File: config.mk
export PLATFORM = sky130hd
export DESIGN_NAME = gamma_11bit
export DESIGN_NICKNAME = d
export VERILOG_FILES = /design/src/rtl/gamma_11bit.sv
export SDC_FILE = /design/constraint.sdc
export NUM_CORES = 1
export LEC_CHECK = 0
export BUFFER_PORTS_ARGS = -buffer_cell sky130_fd_sc_hd__buf_2
export CAP_MARGIN = 20
export CORE_MARGIN = 8
export CORE_UTILIZATION = 34
export CTS_CLUSTER_SIZE = 28
export DETAILED_ROUTE_END_ITERATION = 12
export PLACE_DENSITY_LB_ADDON = 0.2
export SYNTH_ARGS = -nofsm -noshare
export SYNTH_HDL_FRONTEND = slang
export SYNTH_SLANG_ARGS = --single-unit
File: constraint.sdc
create_clock -name clk -period 19.8 [get_ports clk]
set_input_delay 2.97 -clock clk [delete_from_list [all_inputs] [get_ports clk]]
set_output_delay 2.97 -clock clk [all_outputs]
set_load 0.01 [all_outputs]
File: src/rtl/gamma_11bit.sv
// gamma_11bit: forward gamma expansion, 8-bit gamma-coded subpixel to 11-bit linear light.
// The result comes from 16-segment piecewise-linear interpolation over a 17-knot table.
// The pipeline is a fixed 3 stages with no stalls. Line and frame syncs travel with each pixel.
//
// Ports
//   clk        in   1   clock, all logic on posedge
//   rst        in   1   synchronous active-high reset
//   i_hs       in   1   line active
//   i_vs       in   1   frame active
//   gamma_in   in   8   gamma-coded pixel
//   gamma_out  out  11  linear pixel, 3 cycles after gamma_in
//   o_hs/o_vs  out  1   i_hs/i_vs delayed 3 cycles
//   lut_we     in   1   knot write strobe             (GAMMA_LUT_PROG_EN)
//   lut_addr   in   5   knot index 0..16              (GAMMA_LUT_PROG_EN)
//   lut_wdata  in   11  knot value                    (GAMMA_LUT_PROG_EN)
//   lut_err    out  1   sticky rejected-write flag    (GAMMA_LUT_PROG_EN)
//
// Macro GAMMA_LUT_PROG_EN makes the knot table a writable register file that is reloaded
// on reset. When the macro is undefined, the table is a constant ROM of the default curve.

module gamma_11bit #(
  parameter int KNOT_W = 11,
  parameter int SEG_B  = 4
) (
  input  logic              clk,
  input  logic              rst,
  input  logic              i_hs,
  input  logic              i_vs,
  input  logic [7:0]        gamma_in,
  output logic [KNOT_W-1:0] gamma_out,
  output logic              o_hs,
  output logic              o_vs
`ifdef GAMMA_LUT_PROG_EN
  ,
  input  logic              lut_we,
  input  logic [4:0]        lut_addr,
  input  logic [KNOT_W-1:0] lut_wdata,
  output logic              lut_err
`endif
);

  localparam int FRAC_B  = 8 - SEG_B;
  localparam int NKNOT   = (1 << SEG_B) + 1;
  localparam int DELTA_W = KNOT_W + 1;
  localparam int PROD_W  = DELTA_W + FRAC_B;
  localparam int Y_W     = KNOT_W + 2;

  localparam logic [KNOT_W-1:0]        Y_MAX = '1;
  localparam logic signed [PROD_W-1:0] HALF  = PROD_W'(1 << (FRAC_B - 1));

  // Default curve: round(2047 * (16k/256)^2.2)
  function automatic logic [KNOT_W-1:0] default_knot(input int unsigned k);
    logic [KNOT_W-1:0] v;
    case (k)
      0:       v = KNOT_W'(0);
      1:       v = KNOT_W'(5);
      2:       v = KNOT_W'(21);
      3:       v = KNOT_W'(51);
      4:       v = KNOT_W'(97);
      5:       v = KNOT_W'(158);
      6:       v = KNOT_W'(237);
      7:       v = KNOT_W'(332);
      8:       v = KNOT_W'(446);
      9:       v = KNOT_W'(577);
      10:      v = KNOT_W'(728);
      11:      v = KNOT_W'(898);
      12:      v = KNOT_W'(1087);
      13:      v = KNOT_W'(1296);
      14:      v = KNOT_W'(1526);
      15:      v = KNOT_W'(1776);
      16:      v = KNOT_W'(2047);
      default: v = '0;
    endcase
    return v;
  endfunction

  logic [KNOT_W-1:0] knot [NKNOT];

`ifdef GAMMA_LUT_PROG_EN
  // Writes land only during vertical blanking, so no visible pixel mixes two tables.
  always_ff @(posedge clk) begin
    if (rst) begin
      for (int unsigned k = 0; k < NKNOT; k++) knot[k] <= default_knot(k);
      lut_err <= 1'b0;
    end else if (lut_we) begin
      if (!i_vs && (lut_addr < 5'(NKNOT))) knot[lut_addr] <= lut_wdata;
      else                                 lut_err        <= 1'b1;
    end
  end
`else
  always_comb begin
    for (int unsigned k = 0; k < NKNOT; k++) knot[k] = default_knot(k);
  end
`endif

  // Stage 1 registers
  logic [SEG_B-1:0]  s1_idx;
  logic [FRAC_B-1:0] s1_frac;
  logic              s1_blank, s1_hs, s1_vs;
  // Stage 2 registers
  logic [KNOT_W-1:0]        s2_lo;
  logic signed [PROD_W-1:0] s2_prod;
  logic                     s2_blank, s2_hs, s2_vs;

  logic [KNOT_W-1:0]         lo_c, hi_c;
  logic signed [DELTA_W-1:0] delta_c;
  logic signed [PROD_W-1:0]  prod_c, rnd_c;
  logic signed [Y_W-1:0]     y_c;
  logic [KNOT_W-1:0]         y_sat;

  always_comb begin
    lo_c    = knot[s1_idx];
    hi_c    = knot[{1'b0, s1_idx} + 1'b1];
    // The delta is signed so that programmed non-monotonic tables interpolate downward.
    delta_c = $signed({1'b0, hi_c}) - $signed({1'b0, lo_c});
    prod_c  = PROD_W'(delta_c) * PROD_W'($signed({1'b0, s1_frac}));
  end

  always_comb begin
    // Round half up: add half an LSB, then floor through an arithmetic shift.
    rnd_c = (s2_prod + HALF) >>> FRAC_B;
    y_c   = $signed({2'b00, s2_lo}) + Y_W'(rnd_c);
    if (y_c < 0)                            y_sat = '0;
    else if (y_c > $signed({2'b00, Y_MAX})) y_sat = Y_MAX;
    else                                    y_sat = y_c[KNOT_W-1:0];
  end

  always_ff @(posedge clk) begin
    if (rst) begin
      s1_idx    <= '0;
      s1_frac   <= '0;
      s1_blank  <= 1'b0;
      s1_hs     <= 1'b0;
      s1_vs     <= 1'b0;
      s2_lo     <= '0;
      s2_prod   <= '0;
      s2_blank  <= 1'b0;
      s2_hs     <= 1'b0;
      s2_vs     <= 1'b0;
      gamma_out <= '0;
      o_hs      <= 1'b0;
      o_vs      <= 1'b0;
    end else begin
      s1_idx    <= gamma_in[7:FRAC_B];
      s1_frac   <= gamma_in[FRAC_B-1:0];
      s1_blank  <= !(i_hs && i_vs);
      s1_hs     <= i_hs;
      s1_vs     <= i_vs;
      s2_lo     <= lo_c;
      s2_prod   <= prod_c;
      s2_blank  <= s1_blank;
      s2_hs     <= s1_hs;
      s2_vs     <= s1_vs;
      gamma_out <= s2_blank ? '0 : y_sat;
      o_hs      <= s2_hs;
      o_vs      <= s2_vs;
    end
  end

endmodule

Word-level counts from Yosys, hierarchy flattened
Memories as Yosys holds them, arrays and structs flattened.
Cells that the tools add are included.
Storage, ports and cells
  memory bits (read-only): 704
  memories: 2
  input bits: 12
  output and inout port bits: 13
  logic and storage cells: 34
  flip-flop bits (word level): 54
Memory list
  (no name shown): words 32, bits a word 11, rd ports 1, clocked after memory_dff 0, write ports 0, line 113  | hi_c = knot[{1'b0, s1_idx} + 1'b1];
  (no name shown): words 32, bits a word 11, rd ports 1, clocked after memory_dff 0, write ports 0, line 112  | lo_c = knot[s1_idx];
Cells by class
  multipliers: 1
  add/sub/neg operators: 4
  bitwise logic cells: 2
  muxes and demuxes: 5
  reduce and logical (&&, ||, !) cells: 3
  order comparisons: 4
Operators with widths (count)
  11-bit 2-to-1 mux: 5
  16-bit by 5-bit adder with 16-bit output (second input constant): 1
  12-bit by 5-bit multiplier with 16-bit output: 1
  12-bit by 12-bit adder with 13-bit output: 1
  13-bit by 12-bit > comparator with 1-bit output (second input constant): 1
  13-bit by 1-bit less-than comparator with 1-bit output (second input constant): 1
  11-bit by 11-bit subtractor with 12-bit output: 1
  5-bit by 6-bit >= comparator with 1-bit output (second input constant): 1
  6-bit >= comparator (second input constant): 1
  5-bit NOT with 6-bit output: 1
  4-bit by 1-bit adder with 5-bit output (second input constant): 1
  4-bit NOT with 5-bit output: 1
  3-bit OR reduction: 1
  1-bit logical AND: 1
  1-bit zero test: 1

Logic depth before layout (Yosys ltp)
  depth in word-level cells: 7
  mapped depth: 29
  depth with buffers taken out: 28

Worst setup path before layout
OpenSTA, ideal clock, no wires.
  path type: register -> register
  from: register s1_idx[0]
  to: register s2_prod[15]
  clock period less this slack: 6.263 ns
  cell stages (with the launch flop): 28
  setup slack: 13.537 ns
  data required time: 19.672 ns
  path buffers: 0
  arrival time: 6.135 ns
  cell sequence: dfxtp_1 -> ha_1 -> ha_1 -> mux2_2 -> nand2_1 -> o21ai_0 -> nand2_1 -> o221ai_1 -> fa_1 -> a21o_1 -> a21oi_1 -> o21ai_1 -> o31ai_1 -> xnor2_1 -> and2_1 -> ha_1 -> fa_1 -> inv_1 -> fa_1 -> inv_1 -> ha_1 -> a21oi_1 -> o21ai_1 -> o41ai_1 -> o41ai_1 -> xnor2_1 -> xnor2_1 -> nor2_1
On the way
  cells in the longest elaborated chain, start to end: 7
  elaborated cells between the ends (all ways): 11
RTL lines
  from (decl): line 97  | logic [SEG_B-1:0] s1_idx;
  from (signal assigned): line 144  | s1_idx <= gamma_in[7:FRAC_B];
  4-bit by 1-bit adder with 5-bit output: line 113
  5-bit NOT with 6-bit output (implied by the code): line 113
  memory 32 x 11 bit
  11-bit 2-to-1 mux (implied by the code) (2 in series): line 113
  11-bit by 11-bit subtractor with 12-bit output (*): line 115  | delta_c = $signed({1'b0, hi_c}) - $signed({1'b0, lo_c});
  12-bit by 5-bit multiplier with 16-bit output (*): line 116  | prod_c = PROD_W'(delta_c) * PROD_W'($signed({1'b0, s1_frac}));
  to (signal assigned): line 150  | s2_prod <= prod_c;
  to (decl): line 102  | logic signed [PROD_W-1:0] s2_prod;
Every way passes the cells marked *; elsewhere a longest branch is shown, timed or not. The select of a mux whose other input is x is not followed.
A chain may end at the register's enable or synchronous reset.

Worst setup path after layout
Same ends and word-level chain as after synthesis.

==> results.json <==
{
  "synth_most_common_cell": "inv_1",
  "finalInstanceArea_sq_um": 5370,
  "dpl_cell_area_sq_um": 5200,
  "gp_routability_congestion": 0.844,
  "reg2reg_depth": 27,
  "relSlewSlack_pct": 39.0,
  "cts_max_level": 2,
  "clk_latency_ns": 0.29,
  "antenna_found_initial": 0,
  "yosysSeqAreaShare_pct": 20.7,
  "vdd_drop_max_v": 0.0000339,
  "die_w_um": 136,
  "numCtsBuffers": 5,
  "hold_viol_final": 0,
  "ios": 25,
  "dieArea_sq_um": 18600,
  "via_per_inst": 4.92,
  "hpwl_um": 8680,
  "cts_tree": "yes",
  "drt-total-wl_um": 10600,
  "synth_top_area_cell": "dfxtp_1",
  "grt_max_degree": 42,
  "cts_max_path_buffers": 2,
  "clkTransAtPathRegs_ns": 0.07,
  "fp.dieH_um": 136,
  "root_buffer": "clkbuf_16",
  "cp_data_required_time_ns": 19.95,
  "cts_hold_buffers": 0,
  "synth_cells": 590,
  "drive_above_1_share_pct": 8.28,
  "antenna_left": 0,
  "gr-total-overflow": 0,
  "fin_worst_skew_ns": 0.00432,
  "max_freq_mhz": 135,
  "crit_arrival_ns": 7.54,
  "power.density_nw_per_um2": 93.0,
  "yosysUniqueCellTypes": 60,
  "post-route-drc-count": 0,
  "outcome": "finished clean",
  "yosysWarningCount": 0,
  "p_total_uw": 499,
  "grt_pass1_wl_um": 18500,
  "synth_nets": 687,
  "clock-sinks": 51,
  "postCtsSetupBuffers": 0,
  "coreArea_sq_um": 14300,
  "cp-start-kind": "register",
  "rows": 44,
  "dr.pass1.iters": 4,
  "fin_setup_tns_ns": 0,
  "crit_fanout": 17,
  "slew_violations": 0,
  "rsz0062_at_grt": "false",
  "syn_area_per_cell_sq_um": 8.34,
  "path_class": "register to register",
  "end_kind": "register",
  "synth_area_sq_um": 4920,
  "n_fill_cell": 1490,
  "setup_viol": 0,
  "grt_pass1_vias": 3889,
  "yosys-top-cells-area": "dfxtp_1 21%, ha_1 15%, fa_1 11%",
  "synth-async-reset-ratio_pct": 0,
  "diodes": 0,
  "drt-initial-drc-count": 148,
  "post_cts_resized": 0,
  "p_leak_uw": 0.00248,
  "nets": 700,
  "synth_edf_count": 0,
  "synth_seq_cells": 51,
  "dominantRegCellSynth": "dfxtp_1",
  "start_util_pct": 34.4,
  "layout_min_cycle_time_ns": 7.39,
  "hold_depth": 1,
  "maxCapViolCount": 0,
  "tightest_slew_ns": 0.904,
  "synth_top_area_share_pct": 20.7,
  "wl_per_cell_um": 13.5,
  "port_buffers": 24,
  "vias": 3878,
  "globalRouteTotalUtil_pct": 12.2,
  "period_share_pct": 37.3,
  "synthTopCellsByCount": "63 x inv_1, 59 x ha_1, 51 x dfxtp_1",
  "hold_path_class": "register to register",
  "area_delta_synth_final_pct": 8.97
}
==> critical path, stage by stage (launching register included) <==
cell	delay [ns]
dfxtp_1	0.72
ha_1	0.44
ha_1	0.44
mux2_2	0.40
nand2_1	0.06
o21ai_0	0.08
nand2_1	0.10
o221ai_1	0.18
fa_1	0.49
a21o_1	0.20
a21oi_1	0.22
o21ai_1	0.15
o31ai_1	0.40
xnor2_1	0.19
and2_1	0.19
ha_1	0.31
fa_1	0.53
inv_1	0.05
fa_1	0.52
inv_1	0.04
ha_1	0.33
a21oi_1	0.25
o21ai_1	0.16
o41ai_1	0.26
o41ai_1	0.14
xnor2_1	0.20
xnor2_1	0.14
nor2_1	0.05
==> cell usage in the layout (no fill, tap or decap), types with 4 or more instances in the layout <==
cell	instances
inv_1	63
ha_1	59
dfxtp_1	51
nand2_1	49
nor2_1	48
a21oi_1	36
and2_1	30
xnor2_1	30
fa_1	26
nor2b_1	24
buf_2	24
o21ai_0	22
o21a_1	18
xor2_1	13
o21ai_1	10
a21o_1	9
nand3_1	9
a211oi_1	6
nand3b_1	5
nor3_1	5
clkbuf_16	5
o211ai_1	4
==> routing by layer <==
| layer | up-vias | track usage, % | share of wire, % |
|---|---|---|---|
| met4 | 0 | 3.72 | 1.6 |
| li1 | 2003 | - | - |
| met5 | - | 0 | 0 |
| met3 | 11 | 1.18 | 3.6 |
| met2 | 55 | 21.3 | 48 |
| met1 | 1809 | 15.5 | 47 |
==> logic make-up (layout without fill, tap and decap cells) <==
group,count (synthesis),count (layout),synth area share [%]
adder cells (fa/ha/maj),85,85,25.6
multiplexers,4,4,0.839
flip-flops,51,51,20.7
AND/OR/NAND/NOR,194,194,20.2
AO/OA/AOI/OAI,129,129,17.9
XOR/XNOR,44,44,8.21
buffers and inverters,83,97,6.51
==> cell type report <==
| cell class | instances | area [sq um] | share of cell area [%] |
|---|---|---|---|
| clock buffer | 7 | 153 | 2.85 |
| clock inverter | 1 | 7.51 | 0.140 |
| inverter | 63 | 236 | 4.41 |
| multi-input combinational | 456 | 3580 | 66.8 |
| sequential | 51 | 1020 | 19.0 |
| tap | 184 | 230 | 4.29 |
| timing repair buffer | 26 | 135 | 2.52 |
==> final timing paths <==
check	start	end	slack, ns
max	s1_idx[0]	s2_prod[15]	12.41
min	s1_blank	s2_blank	0.43
min reg2reg	s1_blank	s2_blank	0.43
max reg2reg	s1_idx[0]	s2_prod[15]	12.41
==> sequential cells by signal, indices dropped and copies added (netlist names), 4 cells and up <==
name	flops
s2_prod	13
gamma_out	11
s2_lo	11
s1_frac	4
s1_idx	4
==> per-stage QoR <==
step                      worst slack, ns  hold slack [ns]  cells  utilization (%)
after global placement              12.69            0.434    780             36.4
after global routing                11.73            0.458    788             37.5
after detailed placement            12.45            0.424    780             36.4
after floorplan                     13.54            0.414    590                -
final                               12.41            0.434    788             37.5
after CTS                           12.43            0.439    788             37.5
==> where the power goes <==
part / internal [uW] / leakage (uW) / switching, uW / total (uW)
logic: 116 / 0.00199 / 154 / 270
registers: 122 / 0.000421 / 14.8 / 137
clock network: 53.8 / 0.0000761 / 38.4 / 92.2
total: 292 / 0.00248 / 207 / 499
(Power assumes the default switching activity.)
